<file path="src/rtl/key_debounce.sv">
// Per-key debouncer: two-flop synchronizer, tick-sampled four-state FSM, registered press/release pulses.
// Optional auto-repeat while held is enabled by defining KEY_REPEAT_EN.
module key_debounce #(
    parameter int NKEY         = 4,
    parameter int STABLE_TICKS = 2,
    parameter int HOLD_TICKS   = 50,
    parameter int REPEAT_TICKS = 10
) (
    input  logic            CP,
    input  logic            RST,
    input  logic            tick_20ms,
    input  logic [NKEY-1:0] key_in,
    output logic [NKEY-1:0] key_level,
    output logic [NKEY-1:0] key_press,
    output logic [NKEY-1:0] key_release
);

    localparam int CW = $clog2(STABLE_TICKS);
`ifdef KEY_REPEAT_EN
    localparam int HW = $clog2(HOLD_TICKS + REPEAT_TICKS + 1);
`endif

    typedef enum logic [1:0] {
        IDLE,
        PRESS_CHK,
        HELD,
        REL_CHK
    } state_e;

    if (STABLE_TICKS < 2 || HOLD_TICKS < 1 || REPEAT_TICKS < 1) begin : g_bad_params
        $error("key_debounce: illegal parameter value");
    end

    logic [NKEY-1:0] sync1_q;
    logic [NKEY-1:0] sync2_q;

    always_ff @(posedge CP) begin
        if (RST) begin
            sync1_q <= '0;
            sync2_q <= '0;
        end else begin
            sync1_q <= key_in;
            sync2_q <= sync1_q;
        end
    end

    for (genvar k = 0; k < NKEY; k++) begin : g_key
        state_e        state_q, state_d;
        logic [CW-1:0] cnt_q, cnt_d;
        logic          press_q, press_d;
        logic          release_q, release_d;
        logic          pulse_d;
        logic          sample;
        logic          level;

        assign sample = sync2_q[k];

        always_ff @(posedge CP) begin
            if (RST) begin
                state_q   <= IDLE;
                cnt_q     <= '0;
                press_q   <= 1'b0;
                release_q <= 1'b0;
            end else begin
                state_q   <= state_d;
                cnt_q     <= cnt_d;
                press_q   <= pulse_d;
                release_q <= release_d;
            end
        end

        always_comb begin
            state_d   = state_q;
            cnt_d     = cnt_q;
            press_d   = 1'b0;
            release_d = 1'b0;
            if (tick_20ms) begin
                unique case (state_q)
                    IDLE: begin
                        if (sample) begin
                            state_d = PRESS_CHK;
                            cnt_d   = CW'(1);
                        end
                    end
                    PRESS_CHK: begin
                        if (!sample) begin
                            state_d = IDLE;
                            cnt_d   = '0;
                        end else if (cnt_q == CW'(STABLE_TICKS - 1)) begin
                            state_d = HELD;
                            cnt_d   = '0;
                            press_d = 1'b1;
                        end else begin
                            cnt_d = cnt_q + CW'(1);
                        end
                    end
                    HELD: begin
                        if (!sample) begin
                            state_d = REL_CHK;
                            cnt_d   = CW'(1);
                        end
                    end
                    REL_CHK: begin
                        if (sample) begin
                            state_d = HELD;
                            cnt_d   = '0;
                        end else if (cnt_q == CW'(STABLE_TICKS - 1)) begin
                            state_d   = IDLE;
                            cnt_d     = '0;
                            release_d = 1'b1;
                        end else begin
                            cnt_d = cnt_q + CW'(1);
                        end
                    end
                    default: begin
                        state_d = IDLE;
                        cnt_d   = '0;
                    end
                endcase
            end
        end

`ifdef KEY_REPEAT_EN
        logic [HW-1:0] hcnt_q, hcnt_d;
        logic          rep_d;

        always_ff @(posedge CP) begin
            if (RST) begin
                hcnt_q <= '0;
            end else begin
                hcnt_q <= hcnt_d;
            end
        end

        // Counter restarts on every (re-)entry to HELD; after the first repeat it
        // folds back to HOLD_TICKS so repeats recur every REPEAT_TICKS ticks.
        always_comb begin
            hcnt_d = hcnt_q;
            rep_d  = 1'b0;
            if (state_q != HELD || state_d != HELD) begin
                hcnt_d = '0;
            end else if (tick_20ms) begin
                if (hcnt_q + HW'(1) == HW'(HOLD_TICKS + REPEAT_TICKS)) begin
                    hcnt_d = HW'(HOLD_TICKS);
                    rep_d  = 1'b1;
                end else begin
                    hcnt_d = hcnt_q + HW'(1);
                    rep_d  = (hcnt_q + HW'(1) == HW'(HOLD_TICKS));
                end
            end
        end

        assign pulse_d = press_d | rep_d;
`else
        assign pulse_d = press_d;
`endif

        always_comb begin
            level = (state_q == HELD) || (state_q == REL_CHK);
        end

        assign key_level[k]   = level;
        assign key_press[k]   = press_q;
        assign key_release[k] = release_q;
    end

endmodule
</file>
<file path="config.mk">
export PLATFORM = sky130hd
export DESIGN_NAME = key_debounce
export DESIGN_NICKNAME = d
export VERILOG_FILES = /design/src/rtl/key_debounce.sv
export SDC_FILE = /design/constraint.sdc
export NUM_CORES = 1
export LEC_CHECK = 0
export CORE_MARGIN = 5
export CORE_UTILIZATION = 55
export CTS_CLUSTER_DIAMETER = 30
export CTS_CLUSTER_SIZE = 16
export DETAILED_ROUTE_END_ITERATION = 10
export HOLD_SLACK_MARGIN = 0.02
export PLACE_DENSITY = 0.81
export SETUP_SLACK_MARGIN = 0.15
export SLEW_MARGIN = 5
export SYNTH_ARGS = -nofsm -noshare
export SYNTH_HDL_FRONTEND = slang
export SYNTH_SLANG_ARGS = --single-unit
</file>
<file path="constraint.sdc">
create_clock -name CP -period 1.5 [get_ports CP]
set_input_delay 0.45 -clock CP [delete_from_list [all_inputs] [get_ports CP]]
set_output_delay 0.45 -clock CP [all_outputs]
set_load 0.01 [all_outputs]
</file>
# Word level (Yosys, flattened, before mapping)
# Cells that the tools add are included.
dict set report word_totals {
  register_bits 28
  in_bits 7
  out_inout_bits 12
}
dict set report op_classes {
  addsub 4
  n_eq_ne 28
  muxes 56
  bitwise_logic 13
  n_reduce_logical 24
}
# op count
set ops {}
lappend ops {{2-bit two-way mux} 24}
lappend ops {{2-bit one-hot mux with 4 select lines} 4}
lappend ops {{4-bit OR reduction} 8}
lappend ops {{1-bit two-way mux} 24}
lappend ops {{3-bit != test (second input constant)} 8}
lappend ops {{5-bit AND reduction} 4}
lappend ops {{2-bit equality test (second input constant)} 8}
lappend ops {{2-bit != test (second input constant)} 8}
lappend ops {{1-bit one-hot mux with 4 select lines} 4}
lappend ops {{1-bit NOT} 13}
lappend ops {{3-bit AND reduction} 4}
lappend ops {{2-bit by 1-bit equality test with 1-bit output (second input constant)} 4}
lappend ops {{2-bit logical NOT} 4}
lappend ops {{1-bit adder (second input constant)} 4}
lappend ops {{1-bit logical OR} 4}

# Logic depth before layout (Yosys ltp)
# Gate-level depths: netlist (run 1).
dict set report depth {
  word_depth 4
  ltp_mapped 4
  mapped_depth_nobuf 2
}

# Worst setup path after synthesis (run 1)
# OpenSTA, ideal clock, no wires.
dict set report synth_path {
  kind {input to register}
  from {input RST}
  to {register g_key[1].cnt_q}
  setup_ps 70
  arrival_time_ps 1046
  setup_slack_ps 384
  path_stages 3
  path_buffers 1
  cell_sequence {buf_2 -> or3b_1 -> o2bb2ai_1}
}
# element line
set synth_rtl {}
lappend synth_rtl {{start: declaration} 10} ;# input logic RST,
lappend synth_rtl {{end signal: assignment} 66} ;# cnt_q <= cnt_d;
lappend synth_rtl {{end: declaration} 49} ;# logic [CW-1:0] cnt_q, cnt_d;

==> impl_metrics.json, run 1 <==
{
  "cp_slowest_stage_delay_ps": 370,
  "ir_worst_vdd_uv": 599.9,
  "power.switching_uw": 256.4,
  "fin_crit_ps": 1263,
  "fill_cells": 177,
  "cap_violations": 0,
  "synth_adder_area_share_pct": 0,
  "end_kind": "output port",
  "synthCells": 122,
  "ys_seq_area_share_pct": 46.52,
  "gp_congestion": 0.6838,
  "cts_tree": "built",
  "hold_viol": 0,
  "grt_max_degree": 16,
  "cts_root_buf": "clkbuf_4",
  "vias_per_cell": 4.946,
  "ys_warn_count": 0,
  "crit_path_max_fanout": 2,
  "worst_pin_slew_ps": 259.6,
  "internal-power_uw": 963.4,
  "antenna_found_initial": 0,
  "maxSlewViolCount": 0,
  "p_per_area_mw_per_mm2": 865.8,
  "num_antenna_cells": 0,
  "numPortBuffers": 18,
  "multiInputGateArea_um2": 503.0,
  "drt-met1-wl_um": 855,
  "clkSinkCount": 28,
  "rsz0062_at_grt": "false",
  "firstDrtPassIters": 4,
  "arrival_ps": 810,
  "die_h_um": 56.81,
  "drt_iter0_drc": 15,
  "dieArea_mm2": 0.003227,
  "routed-wl-met3_um": 69,
  "power_mw": 1.220,
  "seq_area_um2": 575.6,
  "synth_fp_nets": 129,
  "avgSynthCellArea_um2": 9.876,
  "cts_buffer_depth": 2,
  "synth_xor_area_share_pct": 2.908,
  "cpMaxStageDelayCell": "dfxtp_4",
  "drcViolationCount": 0,
  "wl_um": 1924,
  "finClkSkew_ps": 6.023,
  "gr-total-overflow": 0,
  "synthesis.area_mm2": 0.001205,
  "grt_pass1_wl_um": 3339,
  "start_util_pct": 56.09,
  "grt_usage_pct": 13.43,
  "die_w_um": 56.81,
  "start_kind": "flip-flop",
  "path_clk_slew_ps": 140,
  "drive_gt1_share_pct": 33.81,
  "nets": 147,
  "synth_top_family_by_area": "simple AND/OR/NAND/NOR gates",
  "h-tree-depth": 1,
  "critPathTopFamily": "flip-flops",
  "timing.critical_path.required_ps": 1050,
  "clk_latency_ps": 320,
  "synthMuxAreaShare_pct": 3.323,
  "timing.hold.ws_ps": 458.4,
  "p_leak_nw": 0.5627,
  "crit_buf_inv": 1,
  "crit_type": "flip-flop to output port",
  "dpl.cell_count": 159,
  "route.met2.wl_um": 947,
  "dr.max_layer_used": "met4",
  "postCtsHoldBufs": 0,
  "ys_seq_elements": 28,
  "antenna_left": 0,
  "place_area_mm2": 0.001378,
  "fin_cells": 167,
  "io_pins": 19,
  "hold_class": "flip-flop to flip-flop",
  "status": "finished clean",
  "numCtsBuffers": 3,
  "swShare_pct": 21.02,
  "layout_worst_path_cycle_share_pct": 84.23,
  "final_util_pct": 65.58,
  "design.core.area_mm2": 0.002148,
  "dp_hpwl_um": 1376,
  "grt_pass1_vias": 777,
  "clkPwrFrac_pct": 29.0,
  "drt-wirelength-per-cell_um": 11.52,
  "synthDistinctLibCells": 17,
  "setup_viol": 0,
  "num_vias": 826,
  "num_rows": 17,
  "slew_headroom_pct": 82.57,
  "synth_compound_area_share_pct": 5.815,
  "synthSimpleGateAreaFrac_pct": 29.18,
  "fin_area_mm2": 0.001409,
  "p_seq_share_pct": 63.3,
  "fmax_mhz": 791.5,
  "area_delta_synth_final_pct": 16.93,
  "power_frac_comb_pct": 7.7,
  "path_cells": "buf_2"
}
[area by class of cell]
| cell class | instances | share of cell area (%) |
|---|---|---|
| multi-input combinational | 69 | 35.70 |
| timing repair buffer | 34 | 17.32 |
| clock buffer | 4 | 2.575 |
| sequential | 28 | 40.85 |
| inverter | 4 | 1.066 |
| tap | 28 | 2.487 |
[synth_stat cells, drive strengths merged]
master   count  area share (%)
nand2b      13             6.7
o2bb2ai      4             2.9
clkbuf       4             1.2
inv          4             1.2
nor2b       12             6.2
dfxtp       28              47
xnor2        4             2.9
o32ai        4             2.9
and2         4             2.1
or3b         4             2.9
nor4         4             2.1
buf         17             9.8
mux2i        4             3.3
nand2        8             2.5
nor4b        4             5.0
nand3        4             1.7
[cells by family after synthesis]
kind of cell              Yosys count
and+or+nand+nor                    53
DFF                                28
buffers and inverters              25
AOI/OAI and AO/OA                   8
xor gates and xnor gates            4
muxes                               4
[cells in the final DEF (no fill, tap or decap), types with 5 or more instances in the layout]
| master | count |
|---|---|
| dfxtp_1 | 18 |
| buf_4 | 14 |
| nand2b_1 | 13 |
| nor2b_1 | 12 |
| buf_2 | 12 |
| dfxtp_2 | 9 |
| nand2_1 | 8 |
| clkdlybuf4s50_1 | 5 |
[worst paths after layout]
check                                start             endpoint  slack [ps]  depth (start not counted)
worst min register to register  sync1_q[1]           sync2_q[1]         460                          1
worst min-delay path            sync1_q[1]           sync2_q[1]         460                          1
worst max-delay path             flip-flop         key_level[0]         240                          1
worst max register to register   flip-flop  g_key[3].state_q[0]         420                          4
[power groups by stage]
stage	clock, mW	sequential [mW]	combinational [mW]
floorplan	0	0.788	0.0513
global route	0.406	0.776	0.104
finish	0.354	0.772	0.0943
detailed placement	0	0.791	0.0893
CTS	0.376	0.772	0.0898
global placement	0	0.790	0.0860
[metal layers]
layer	up-vias	track usage [%]
met5	-	0
met3	5	3.908
li1	427	-
met1	382	14.94
met2	12	22.44
met4	0	7.947
[stage by stage]
stage	TNS [ps]	setup WS, ps
after floorplan	0	384.2
after global placement	-593.0	-112.8
after detailed placement	-1156	-169.8
after CTS	0	123.9
after global routing	0	189.1
final	0	236.6
[timing repair]
action,CTS,global route
gates resized for setup,44,17
pin swaps,0,0
buffers inserted,2,1
hold endpoints to repair,0,0
endpoints found under the setup margin,12,12
gates cloned,0,1
Power figures use the tool's default switching activity.
==> inputs of run 2 (changes only) <==
--- a/config.mk
+++ b/config.mk
@@ -6,12 +6,12 @@
 export NUM_CORES = 1
 export LEC_CHECK = 0
 export CORE_MARGIN = 5
-export CORE_UTILIZATION = 55
+export CORE_UTILIZATION = 51
 export CTS_CLUSTER_DIAMETER = 30
 export CTS_CLUSTER_SIZE = 16
 export DETAILED_ROUTE_END_ITERATION = 10
 export HOLD_SLACK_MARGIN = 0.02
-export PLACE_DENSITY = 0.81
+export PLACE_DENSITY = 0.76
 export SETUP_SLACK_MARGIN = 0.15
 export SLEW_MARGIN = 5
 export SYNTH_ARGS = -nofsm -noshare
==> constraint.sdc (replaced) <==
create_clock -name CP -period 1.3 [get_ports CP]
set_input_delay 0.39 -clock CP [delete_from_list [all_inputs] [get_ports CP]]
set_output_delay 0.39 -clock CP [all_outputs]
set_load 0.01 [all_outputs]
==> run 2 against run 1 <==
Net effect:
- worst hold slack worse by 4.3 ps
- global-route usage fell by 1.1 points
- critical endpoint is now key_level[2]
- largest power group unchanged
- clock power fell by 4%
- sequential share of layout area shrank 0.80 points
- combinational power increased by 12%
- worst setup slack got worse by 100 ps
- die area up 6.4%
- clock skew is 2.6 ps lower
- sequential power up 16%
- critical path type unchanged
- register-to-register slack worse by 110 ps
==> impl_metrics.json, run 2 (synthesized netlist as in run 1, its figures left out) <==
{
  "num_vias": 823,
  "drt-wirelength-per-cell_um": 11.38,
  "fin_crit_ps": 1164,
  "rsz0062_at_grt": "true",
  "io_pins": 19,
  "cts_setup_buffers": 0,
  "antenna_found_initial": 0,
  "drt_iter0_drc": 4,
  "gp_congestion": 0.7287,
  "slew_headroom_pct": 81.59,
  "reg2regPathDepth": 3,
  "multiInputGateArea_um2": 511.7,
  "drcViolationCount": 0,
  "cap_violations": 0,
  "worst_pin_slew_ps": 274.2,
  "die_w_um": 58.61,
  "area_delta_synth_final_pct": 17.96,
  "design.core.area_mm2": 0.002233,
  "fmax_mhz": 859.5,
  "vias_per_cell": 5.018,
  "hold_viol": 0,
  "fill_cells": 204,
  "maxSlewViolCount": 0,
  "num_rows": 17,
  "cts_tree": "built",
  "cpMaxStageDelayCell": "dfxtp_2",
  "layout_worst_path_cycle_share_pct": 89.50,
  "die_h_um": 58.61,
  "status": "finished clean",
  "arrival_ps": 770,
  "cts_buffer_depth": 2,
  "h-tree-depth": 1,
  "ir_worst_vdd_uv": 701.2,
  "clkSinkCount": 28,
  "drive_gt1_share_pct": 30.88,
  "cp_slowest_stage_delay_ps": 350,
  "numCtsBuffers": 3,
  "critPathTopFamily": "flip-flops",
  "grt_pass1_vias": 825,
  "seq_area_um2": 569.3,
  "numPortBuffers": 18,
  "nets": 145,
  "pre_cts_ws_ps": -329.7,
  "dieArea_mm2": 0.003435,
  "dp_hpwl_um": 1449,
  "hold_class": "flip-flop to flip-flop",
  "clk_latency_ps": 310,
  "timing.critical_path.required_ps": 910,
  "tns_ps": 0,
  "layout_setup_ws_ps": 136.5,
  "crit_cells": 1,
  "setup_viol": 0,
  "p_per_area_mw_per_mm2": 941.0,
  "p_leak_nw": 0.5438,
  "crit_path_max_fanout": 2,
  "grt_max_degree": 15,
  "final_common_cell": "dfxtp_1",
  "crit_buf_inv": 1,
  "crit_type": "flip-flop to output port",
  "antenna_left": 0,
  "cts_root_buf": "clkbuf_4",
  "final_cell_mix": "dfxtp_1, nand2b_1, nor2b_1, buf_4",
  "firstDrtPassIters": 2,
  "path_clk_slew_ps": 140,
  "ff2ff_setup_slack_ps": 310,
  "finClkSkew_ps": 3.429,
  "hold_depth": 1,
  "wl_um": 1866,
  "start_kind": "flip-flop",
  "grt_usage_pct": 12.28,
  "gr-total-overflow": 0,
  "grt_pass1_wl_um": 3312,
  "start_util_pct": 53.95,
  "end_kind": "output port",
  "path_cells": "buf_6",
  "num_antenna_cells": 0
}
-- run 2: cell count changes in the layout (fill, tap and decap cells not counted), moves of 2 or more --
cell,before,now
dlygate4sd2_1,0,2
dfxtp_2,9,7
dfxtp_1,18,21
buf_2,12,6
buf_6,1,8
o32ai_1,4,2
buf_4,14,12
o32ai_2,0,2
-- run 2: stage by stage --
stage | power [mW] | utilization, % | area [µm²] | cells | hold WS [ps]
floorplan | 0.9678 | - | 1205 | 122 | 413.8
global placement | 1.012 | 62.02 | 1385 | 160 | 423.5
detailed placement | 1.016 | 62.02 | 1385 | 160 | 428.0
CTS | 1.356 | 62.97 | 1406 | 164 | 457.3
global route | 1.405 | 63.64 | 1421 | 164 | 482.9
finish | 1.338 | 63.64 | 1421 | 164 | 454.1
-- run 2: path summary, 6_finish.rpt --
| path | start | end |
|---|---|---|
| setup / recovery | flip-flop | key_level[2] |
| hold / removal | sync1_q[2] | sync2_q[2] |
| setup reg to reg | flip-flop | g_key[2].state_q[0] |
| hold reg to reg | sync1_q[2] | sync2_q[2] |
-- run 2: power by group --
part,switching (mW),internal (mW)
Sequential,0.0159,0.877
Combinational,0.0436,0.0622
Clock,0.230,0.108
Total,0.290,1.05
-- run 2: worst reg2reg max path, stage by stage, from the launching register on --
cell     delay, ps
dfxtp_2        350
buf_4          140
xnor2_1        140
o32ai_1        280
-- run 2: layout make-up --
class                           count  share of cell area (%)
Tap cell                           28                   2.465
Sequential cell                    28                   40.05
Timing Repair Buffer               32                   18.84
Multi-Input combinational cell     69                   36.00
Inverter                            4                   1.056
Clock buffer                        3                   1.585
-- run 2: layer usage --
layer / vias to the layer above / global-route usage, % / share of wire [%]
met5: - / 0 / 0
met4: 0 / 4.854 / 1.3
met3: 4 / 2.632 / 4.3
met2: 13 / 22.33 / 52
met1: 384 / 13.86 / 43
li1: 422 / - / -
-- run 2: timing repair --
action | in CTS | in global routing
hold buffers | 0 | 0
setup endpoints to repair | 30 | 12
resized for setup | 63 | 4
gates cloned | 1 | 0
==> inputs of run 3 (changes only) <==
--- a/config.mk
+++ b/config.mk
@@ -5,6 +5,7 @@
 export SDC_FILE = /design/constraint.sdc
 export NUM_CORES = 1
 export LEC_CHECK = 0
+export ABC_CLOCK_PERIOD_IN_PS = 1300
 export CORE_MARGIN = 5
 export CORE_UTILIZATION = 51
 export CTS_CLUSTER_DIAMETER = 30
==> results of run 3 <==
No change in the layout: final DEF, timing and power equal those of run 2.
